<file path="config.mk">
export PLATFORM = sky130hd
export DESIGN_NAME = data_sram_like_bridge
export DESIGN_NICKNAME = d
export VERILOG_FILES = /design/src/rtl/cpu_bus_pkg.sv /design/src/rtl/wen_to_size.sv /design/src/rtl/data_sram_like_bridge.sv
export SDC_FILE = /design/constraint.sdc
export NUM_CORES = 1
export LEC_CHECK = 0
export ABC_AREA = 1
export CORE_UTILIZATION = 38
export CTS_CLUSTER_DIAMETER = 200
export DETAILED_ROUTE_END_ITERATION = 6
export PLACE_DENSITY = 0.75
export SLEW_MARGIN = 5
export SYNTH_ARGS = -nofsm -noshare
export SYNTH_HDL_FRONTEND = slang
export SYNTH_SLANG_ARGS = --single-unit
</file>
<file path="constraint.sdc">
create_clock -name clk -period 1.6 [get_ports clk]
set_clock_uncertainty 0.1 [all_clocks]
set_input_delay 0.24 -clock clk [delete_from_list [all_inputs] [get_ports clk]]
set_output_delay 0.24 -clock clk [all_outputs]
set_load 0.02 [all_outputs]
</file>
<file path="src/rtl/cpu_bus_pkg.sv">
`timescale 1ns / 1ps
`default_nettype none
// ============================================================================
//  Module      : cpu_bus_pkg
//  Description : Shared encodings for the CPU-side sram-like bus bridges:
//                transaction FSM states and bus transfer-size codes.
//  Revision    : 1.0 - initial release
// ============================================================================
package cpu_bus_pkg;

   // Transfer size codes carried on bus_size
   localparam logic [1:0] SZ_BYTE = 2'd0;
   localparam logic [1:0] SZ_HALF = 2'd1;
   localparam logic [1:0] SZ_WORD = 2'd2;

   // Bridge FSM state encodings
   localparam logic [1:0] ST_IDLE = 2'd0;
   localparam logic [1:0] ST_REQ  = 2'd1;
   localparam logic [1:0] ST_WAIT = 2'd2;
   localparam logic [1:0] ST_DONE = 2'd3;

   // Enumerated view of the same encodings, handy for debug displays
   typedef enum logic [1:0] {
      S_IDLE = ST_IDLE,
      S_REQ  = ST_REQ,
      S_WAIT = ST_WAIT,
      S_DONE = ST_DONE
   } state_e;

endpackage : cpu_bus_pkg
`default_nettype wire

</file>
<file path="src/rtl/wen_to_size.sv">
`timescale 1ns / 1ps
`default_nettype none
// ============================================================================
//  Module      : wen_to_size
//  Description : Combinational decoder from a 4-bit byte-write-enable mask to
//                a 2-bit bus transfer size. Reads (0000) and full-word
//                writes map to word; irregular masks fall back to word.
//  Revision    : 1.0 - initial release
// ============================================================================
module wen_to_size
   import cpu_bus_pkg::*;
(
   input  logic [3:0] wen,
   output logic [1:0] size
);

   // Single-lane masks are byte accesses, aligned lane pairs are halfwords
   always_comb begin
      size = SZ_WORD;
      case (wen)
         4'b0001, 4'b0010, 4'b0100, 4'b1000: size = SZ_BYTE;
         4'b0011, 4'b1100:                   size = SZ_HALF;
         default:                            size = SZ_WORD;
      endcase
   end

endmodule : wen_to_size
`default_nettype wire

</file>
<file path="src/rtl/data_sram_like_bridge.sv">
`timescale 1ns / 1ps
`default_nettype none
// ============================================================================
//  Module      : data_sram_like_bridge
//  Description : Converts the core's single-cycle data-SRAM port into a
//                variable-latency sram-like handshake (req/addr_ok, then
//                data_ok) with one outstanding transaction. Stalls the
//                pipeline until completion and counts stalled cycles.
//  Revision    : 1.0 - initial release
// ============================================================================
module data_sram_like_bridge
   import cpu_bus_pkg::*;
#(
   parameter int ADDR_W = 32,
   parameter int DATA_W = 32,
   parameter int CNT_W  = 16
) (
   input  logic              clk,
   input  logic              resetn,
   // core side
   input  logic              cpu_en,
   input  logic [3:0]        cpu_wen,
   input  logic [ADDR_W-1:0] cpu_addr,
   input  logic [DATA_W-1:0] cpu_wdata,
   output logic [DATA_W-1:0] cpu_rdata,
   output logic              cpu_stall,
   // sram-like bus side
   output logic              bus_req,
   output logic              bus_wr,
   output logic [1:0]        bus_size,
   output logic [ADDR_W-1:0] bus_addr,
   output logic [DATA_W-1:0] bus_wdata,
   input  logic              bus_addr_ok,
   input  logic              bus_data_ok,
   input  logic [DATA_W-1:0] bus_rdata,
   // statistics
   output logic [CNT_W-1:0]  stall_cycles
);

   logic [1:0]        state_q,        state_d;
   logic              bus_req_q,      bus_req_d;
   logic              bus_wr_q,       bus_wr_d;
   logic [1:0]        bus_size_q,     bus_size_d;
   logic [ADDR_W-1:0] bus_addr_q,     bus_addr_d;
   logic [DATA_W-1:0] bus_wdata_q,    bus_wdata_d;
   logic [DATA_W-1:0] cpu_rdata_q,    cpu_rdata_d;
   logic [CNT_W-1:0]  stall_cycles_q, stall_cycles_d;

   logic [1:0]        wen_size;
   logic              stall;

   // Size is decoded from the live wen so it can be captured with the request
   wen_to_size u_wen_to_size (
      .wen  (cpu_wen),
      .size (wen_size)
   );

   // The pipeline is held from the cycle the access is seen until data_ok;
   // DONE releases it so the MEM stage advances exactly once
   assign stall = ((state_q == ST_IDLE) && cpu_en) ||
                  (state_q == ST_REQ) ||
                  (state_q == ST_WAIT);

   // Transaction FSM: capture in IDLE, hold request in REQ, wait for data,
   // then a single DONE cycle that never re-issues despite cpu_en still high
   always_comb begin
      state_d     = state_q;
      bus_req_d   = bus_req_q;
      bus_wr_d    = bus_wr_q;
      bus_size_d  = bus_size_q;
      bus_addr_d  = bus_addr_q;
      bus_wdata_d = bus_wdata_q;
      cpu_rdata_d = cpu_rdata_q;
      case (state_q)
         ST_IDLE: begin
            if (cpu_en) begin
               bus_req_d   = 1'b1;
               bus_wr_d    = (cpu_wen != 4'b0000);
               bus_size_d  = wen_size;
               bus_addr_d  = cpu_addr;
               bus_wdata_d = cpu_wdata;
               state_d     = ST_REQ;
            end
         end
         ST_REQ: begin
            // data_ok before the address is accepted is a protocol error
            // and deliberately has no effect here
            if (bus_addr_ok) begin
               bus_req_d = 1'b0;
               if (bus_data_ok) begin
                  if (!bus_wr_q) begin
                     cpu_rdata_d = bus_rdata;
                  end
                  state_d = ST_DONE;
               end else begin
                  state_d = ST_WAIT;
               end
            end
         end
         ST_WAIT: begin
            if (bus_data_ok) begin
               if (!bus_wr_q) begin
                  cpu_rdata_d = bus_rdata;
               end
               state_d = ST_DONE;
            end
         end
         ST_DONE: begin
            state_d = ST_IDLE;
         end
         default: begin
            bus_req_d = 1'b0;
            state_d   = ST_IDLE;
         end
      endcase
   end

   // Saturating count of stalled cycles
   always_comb begin
      stall_cycles_d = stall_cycles_q;
      if (stall && (stall_cycles_q != {CNT_W{1'b1}})) begin
         stall_cycles_d = stall_cycles_q + CNT_W'(1);
      end
   end

   // State and output registers; reset abandons any in-flight transaction
   always_ff @(posedge clk or negedge resetn) begin
      if (!resetn) begin
         state_q        <= ST_IDLE;
         bus_req_q      <= 1'b0;
         bus_wr_q       <= 1'b0;
         bus_size_q     <= 2'd0;
         bus_addr_q     <= '0;
         bus_wdata_q    <= '0;
         cpu_rdata_q    <= '0;
         stall_cycles_q <= '0;
      end else begin
         state_q        <= state_d;
         bus_req_q      <= bus_req_d;
         bus_wr_q       <= bus_wr_d;
         bus_size_q     <= bus_size_d;
         bus_addr_q     <= bus_addr_d;
         bus_wdata_q    <= bus_wdata_d;
         cpu_rdata_q    <= cpu_rdata_d;
         stall_cycles_q <= stall_cycles_d;
      end
   end

   assign cpu_rdata    = cpu_rdata_q;
   assign cpu_stall    = stall;
   assign bus_req      = bus_req_q;
   assign bus_wr       = bus_wr_q;
   assign bus_size     = bus_size_q;
   assign bus_addr     = bus_addr_q;
   assign bus_wdata    = bus_wdata_q;
   assign stall_cycles = stall_cycles_q;

endmodule : data_sram_like_bridge
`default_nettype wire

</file>
==> impl_metrics.yaml, run 1 <==
cells_and_area:
  fin_area_um2: 8430
  postLayoutCoreUtil: 0.660
  regArea_um2: 2960
  n_fill_cell: 1058
  multi_input_area_um2: 1920
  final_cells: 1034
  final_nets: 958
  area_growth_pct: 67.9
  drive_above_1_share: 0.143
floorplan:
  die_h_um: 117
  fp.dieArea_um2: 13700
  num_rows: 41
  die_x_um: 117
  coreArea_um2: 12800
  ioPinCount: 222
  start_util: 0.393
global_route:
  grt_max_degree: 72
  track_usage: 0.221
  gr-total-overflow: 0
  antenna_found_initial: 1
  grt_pass1_vias: 4884
  grt_pass1_wl_um: 22800
power:
  power_density_nw_per_um2: 1960
  power.switching_w: 0.00638
  swShare: 0.385
  pwr-share-clk: 0.257
  pwr-share-comb: 0.441
  p_int_w: 0.0102
  leakage_nw: 4.41
  ir_drop_uv: 1190
  p_seq_frac: 0.303
timing:
  setup_violations: 40
  fmax_mhz: 577
  final.min_clock_period_ns: 1.73
  slew_headroom: 0.607
  rsz0062_at_grt: "true"
  min_period_over_period: 1.08
  setup_ws_ns: -0.133
  slew_violations: 0
  worst_pin_slew_ns: 0.590
  hold_viol_final: 0
  fin_setup_tns_ns: -1.40
hold_path:
  worstHoldPathType: "primary input to async pin"
synth:
  ys_ff_latch: 118
  synth_seq_area_share: 0.588
  yosysWarnings: 0
  syn_area_um2: 5020
  synth-async-reset-ratio: 1.00
  ys_types: 30
  syn-num-nets: 705
  synthFlopType: "dfrtp_1"
  syn_area_per_cell_um2: 8.44
  syn_inst: 595
  synth_edf_count: 0
setup_path:
  timing.rr.start: "state_q[0]"
  cp-start-kind: "flop"
  path_class: "flop to output pin"
  cp.required_ns: 1.26
  reg2reg_depth: 9
  cp_data_arrival_time_ns: 1.39
  timing.rr.end: "cpu_rdata[23]"
  path_max_fanout: 4
  worstSetupEndpointType: "output pin"
  worst-r2r-setup-slack_ns: -0.10
cts:
  root_buffer: "clkbuf_16"
  cts_buffer_depth: 2
  clock-sinks: 118
  cts_tree: "built"
  cts_buffers: 17
  htreeDepth: 4
  cts.clk_slew.worst_paths_ns: 0.05
  insertion_delay_ns: 0.41
detailed_routing:
  routed_wl_um: 14500
  dr.pass1.iters: 4
  ant_nets: 0
  routedWlPerCell_um: 14.0
  drc: 0
  drt_iter0_drc: 265
  vias_per_cell: 4.61
  via_count: 4766
place:
  hpwl_um: 9990
  routabilityCongestion: 0.868
  port_buffers: 221
  dp_cells: 989
  dpl_cell_area_um2: 7610
flow_run:
  drv_cap: 0
run_status:
  status: "complete, but fails checks"
  violations: "negative setup slack"
## layout make-up
class,instances,area share
diodes,1,0.000297
inverters,53,0.0251
flip-flops and latches,118,0.351
clock buffers,17,0.0505
clock inverters,15,0.0278
well taps,172,0.0255
multi-input cells,402,0.227
repair buffers,256,0.293
## power groups by stage
stage / clock network (W) / registers (W) / logic [W]
2_1_floorplan: 0 / 0.00649 / 0.00221
3_3_place_gp: 0 / 0.00496 / 0.00732
3_5_place_dp: 0 / 0.00503 / 0.00748
4_1_cts: 0.00434 / 0.00497 / 0.00721
5_1_grt: 0.00447 / 0.00516 / 0.00791
6_report: 0.00425 / 0.00501 / 0.00729
## stage by stage
step	worst slack (ns)	hold WS, ns	total power (W)
finish	-0.133	0.0538	0.0165
global route	-0.179	0.0664	0.0175
CTS	-0.197	0.0377	0.0165
detailed placement	-0.279	-0.0625	0.0125
global placement	-0.276	-0.0644	0.0123
floorplan	-0.00941	-0.156	0.00870
## how the worst max path moves through the flow
stage / from / end / cells after the start
2_1_floorplan: state_q[1] / cpu_rdata[1] / 7
6_report: state_q[0] / cpu_stall / 5
4_1_cts: state_q[0] / cpu_stall / 5
5_1_grt: state_q[0] / cpu_stall / 5
3_5_place_dp: cpu_en / cpu_stall / 4
3_3_place_gp: cpu_en / cpu_stall / 4
## synthesized netlist by cell type, types with 4 or more instances
cell        n  area share
inv_1      51       0.038
o21ai_0    43       0.043
nor2_1     19       0.014
o21ai_2     5      0.0087
xnor2_1     4      0.0070
nand3_1     8      0.0080
dfrtp_1   118        0.59
clkbuf_1    7      0.0052
nand2_1   293        0.22
ha_1        5       0.012
buf_2       8      0.0080
## state kept, by name, summed over array words and instances, names as in the netlist
name / flops
state_q: 2
bus_size: 2
stall_cycles: 16
bus_req: 1
bus_wr: 1
cpu_rdata: 32
bus_addr: 32
bus_wdata: 32
## logic make-up (layout without fill, tap and decap cells)
logic type,after synthesis,in the layout,share of synthesized area
adders and majority gates,5,5,0.0125
buffers and inverters,75,341,0.0633
xor gates and xnor gates,5,5,0.00872
AOI/OAI and AO/OA,53,53,0.0575
other,0,1,0
and+or+nand+nor,339,339,0.270
DFF,118,118,0.588
## worst max-delay path: stages, from the launching register on
cell	delay, ns
dfrtp_1	0.42
buf_6	0.14
ha_4	0.15
inv_4	0.06
nand3_4	0.07
buf_6	0.14
## metal layers
| layer | GRT usage | vias to the layer above | share of wire |
|---|---|---|---|
| met1 | 0.241 | 2223 | 0.39 |
| met4 | 0.118 | 0 | 0.027 |
| li1 | - | 2333 | - |
| met2 | 0.385 | 180 | 0.51 |
| met5 | 0 | - | 0 |
| met3 | 0.0711 | 30 | 0.075 |
## cell usage in the layout (no fill, tap or decap), drive strengths merged
| master | instances |
|---|---|
| xnor2 | 4 |
| nand3b | 1 |
| and2 | 1 |
| inv | 53 |
| clkinvlp | 2 |
| buf | 35 |
| or2 | 3 |
| clkbuf | 20 |
| clkinv | 7 |
| o22ai | 2 |
| nand2 | 296 |
| dlygate4sd3 | 1 |
| nand3 | 10 |
| diode | 1 |
| dfrtp | 118 |
| bufinv | 6 |
| ha | 5 |
| o21ai | 49 |
| nor2 | 23 |
| xor2 | 1 |
| dlygate4sd2 | 113 |
| a21oi | 1 |
| o211ai | 1 |
| nand4 | 5 |
| clkdlybuf4s15 | 1 |
| clkdlybuf4s50 | 103 |
## timing repair
action / in CTS / in global routing
pin swaps: 3 / 8
endpoints found under the setup margin: 229 / 99
gates resized for setup: 162 / 59
endpoints found under the hold margin: 118 / 0
hold buffers: 1 / 0
setup buffers: 6 / 7
gates cloned: 4 / 1
No activity file was read; power rests on OpenSTA's default activity.
==> run 2: changes to the inputs <==
--- a/config.mk
+++ b/config.mk
@@ -9,8 +9,10 @@
 export CORE_UTILIZATION = 38
 export CTS_CLUSTER_DIAMETER = 200
 export DETAILED_ROUTE_END_ITERATION = 6
-export PLACE_DENSITY = 0.75
+export MAX_ROUTING_LAYER = met4
+export PLACE_DENSITY = 0.87
 export SLEW_MARGIN = 5
 export SYNTH_ARGS = -nofsm -noshare
 export SYNTH_HDL_FRONTEND = slang
+export SYNTH_HIERARCHICAL = 1
 export SYNTH_SLANG_ARGS = --single-unit
==> run 2 against run 1 <==
  * Via count is 4.5% higher
  * Cell area is 3.3% higher
  * The run still ends with negative setup slack left
  * Cell count is 2.6% higher
  * Utilization is 1.9 points higher
  * Sequential cell count stayed put
  * Fmax is 2.0% higher
  * First-iteration DRC count is 17% higher
  * Worst setup slack better by 0.033 ns
  * Highest routed layer unchanged
==> impl_metrics.yaml, run 2 <==
setup_path:
  timing.rr.start: "state_q[0]"
  critical_path.top_delay_family: "flip-flops"
  cp.required_ns: 1.26
  cp-start-kind: "flop"
  reg2reg_depth: 10
  slowest_stage: "dfrtp_1"
  worstSetupEndpointType: "output pin"
  cp.depth: 5
  slowest_delay_ns: 0.41
  path_max_fanout: 3
  cp-endpoint: "cpu_stall"
  cp_cell_sequence: "inv_2 -> ha_4 -> nor2_4 -> nand2_4 -> buf_6"
  path_class: "flop to output pin"
  worst-path-buf-inv: 2
  crit_start: "state_q[0]"
  cp_data_arrival_time_ns: 1.36
  timing.rr.end: "stall_cycles[12]"
  worst-r2r-setup-slack_ns: -0.05
power:
  power_density_nw_per_um2: 1920
  p_seq_frac: 0.304
  total_power_w: 0.0167
  p_int_w: 0.0101
  ir_drop_uv: 1060
  pwr-share-clk: 0.221
  swShare: 0.396
  pwr-share-comb: 0.475
  leakage_nw: 4.62
  power.switching_w: 0.00663
cells_and_area:
  final_common_cell: "nand2_1"
  area_growth_pct: 71.3
  final_cells: 1061
  postLayoutCoreUtil: 0.679
  drive_above_1_share: 0.174
  diodes: 0
  mostFrequentLayoutCells: "277 x nand2_1, 113 x dlygate4sd2_1, 109 x dfrtp_1, 103 x clkdlybuf4s50_1, 61 x inv_1"
  n_fill_cell: 992
  final_nets: 988
timing:
  setup_violations: 7
  hold_viol_final: 0
  worst_pin_slew_ns: 0.345
  min_period_over_period: 1.06
  fmax_mhz: 588
  rsz0062_at_grt: "true"
  slew_headroom: 0.770
  setup_ws_ns: -0.0993
  slew_violations: 0
  final.min_clock_period_ns: 1.70
synth:
  synth_edf_count: 0
  syn_area_per_cell_um2: 8.17
  synth.most_common_cell: "nand2_1"
  syn_inst: 622
  synth_common_cells: "312 x nand2_1, 118 x dfrtp_1, 65 x inv_1"
  synth_area_leaders: "dfrtp_1 58%, nand2_1 23%, inv_1 4.8%"
  ys_ff_latch: 118
  synth_area_leader_cell: "dfrtp_1"
  synthFlopType: "dfrtp_1"
  yosys.area.top_type_share: 0.581
  syn_area_um2: 5080
  synth-async-reset-ratio: 1.00
  ys_types: 24
  synth_seq_area_share: 0.581
  yosysWarnings: 6
  syn-num-nets: 732
place:
  hpwl_um: 9390
  dp_slack_ns: -0.344
  routabilityCongestion: 0.844
  dp_cells: 1011
  port_buffers: 221
floorplan:
  ioPinCount: 222
  die_h_um: 118
  fp.dieArea_um2: 13800
  num_rows: 41
  start_util: 0.396
  die_x_um: 118
  coreArea_um2: 12800
detailed_routing:
  via_count: 4979
  drt_iter0_drc: 310
  vias_per_cell: 4.69
  ant_nets: 0
  dr.pass1.iters: 5
  routed_wl_um: 15400
  routedWlPerCell_um: 14.5
  drc: 0
global_route:
  grt_pass1_vias: 4788
  track_usage: 0.221
  antenna_found_initial: 0
  grt_pass1_wl_um: 23500
  grt_max_degree: 56
  gr-total-overflow: 0
run_status:
  status: "complete, but fails checks"
  violations: "negative setup slack"
hold_path:
  worstHoldPathType: "primary input to async pin"
cts:
  clock-sinks: 118
  cts_tree: "built"
  cts.clk_slew.worst_paths_ns: 0.05
  root_buffer: "clkbuf_16"
  cts_buffer_depth: 2
  htreeDepth: 4
  cts_buffers: 17
  insertion_delay_ns: 0.41
flow_run:
  drv_cap: 0
## run 2: cell count changes after synthesis, sizes merged, moves of 3 or more
cell,before,now
o21ai,49,39
clkbuf,7,11
inv,53,65
nor2,23,26
xnor2,4,1
nand4,5,9
nand2,296,317
or2,3,0
buf,15,10
## run 2: cell type report
type / count / area, um2 / share of cell area
clock inverters: 9 / 101 / 0.0116
multi-input cells: 420 / 2110 / 0.243
flip-flops and latches: 118 / 2960 / 0.340
inverters: 65 / 254 / 0.0292
clock buffers: 21 / 480 / 0.0552
well taps: 172 / 215 / 0.0247
repair buffers: 256 / 2580 / 0.296
## run 2: logic make-up (layout without fill, tap and decap cells)
group,count (synthesis),after routing,synth area share
buffers and inverters,86,351,0.0677
AOI/OAI and AO/OA,44,44,0.0458
and+or+nand+nor,365,367,0.286
DFF,118,118,0.581
adders and majority gates,5,5,0.0123
xor gates and xnor gates,4,4,0.00690
## run 2: worst min path at each step
stage | start | end | cells after the start
floorplan | resetn | bus_addr[0] | 0
global placement | resetn | bus_addr[18] | 1
detailed placement | resetn | bus_addr[18] | 1
CTS | resetn | bus_addr[31] | 2
global route | resetn | bus_addr[18] | 2
finish | resetn | bus_wdata[2] | 2
## run 2: layer usage
metal	share of wire	vias to the layer above	track usage	wire (um)
li1	-	2418	-	-
met1	0.41	2312	0.264	6290
met2	0.51	221	0.356	7910
met3	0.056	28	0.0499	866
met4	0.021	0	0.0986	328
met5	0	-	-	0
## run 2: worst register-to-register path: stages, from the launching register on
cell and delay, ns:
dfrtp_1 0.42, inv_2 0.13, ha_4 0.16, nand2_4 0.06, nand2_4 0.06, buf_4 0.17, nand2_2 0.09, nor2_4 0.14
nand3_1 0.08, nand2_1 0.07, nand2_1 0.06
## run 2: timing repair
item / CTS / global route
hold buffers: 1 / 0
buffers inserted: 4 / 6
hold endpoints to repair: 118 / 0
endpoints found under the setup margin: 224 / 119
resized for setup: 149 / 120
gates cloned: 4 / 5
pin swaps: 3 / 11
## run 2: power groups by stage
stage	clock, W	combinational (W)	sequential, W
final	0.00371	0.00795	0.00510
after global routing	0.00391	0.00853	0.00526
after CTS	0.00376	0.00704	0.00493
after detailed placement	0	0.00724	0.00498
after global placement	0	0.00709	0.00495
after floorplan	0	0.00214	0.00646
## run 2: through the flow
| step | instance area (um2) | hold WS [ns] | setup TNS, ns |
|---|---|---|---|
| final | 8710 | 0.178 | -0.250 |
| after global routing | 8710 | 0.191 | -3.53 |
| after CTS | 8290 | 0.167 | -1.28 |
| after detailed placement | 7610 | 0.0711 | -8.27 |
| after global placement | 7610 | 0.0691 | -5.89 |
| after floorplan | 5090 | -0.156 | 0 |
==> run 3: changes to the inputs <==
--- a/config.mk
+++ b/config.mk
@@ -8,6 +8,7 @@
 export ABC_AREA = 1
 export CORE_UTILIZATION = 38
 export CTS_CLUSTER_DIAMETER = 200
+export CTS_CLUSTER_SIZE = 28
 export DETAILED_ROUTE_END_ITERATION = 6
 export MAX_ROUTING_LAYER = met4
 export PLACE_DENSITY = 0.87
==> results of run 3 <==
Final layout, timing and power as in run 2 (identical DEF).
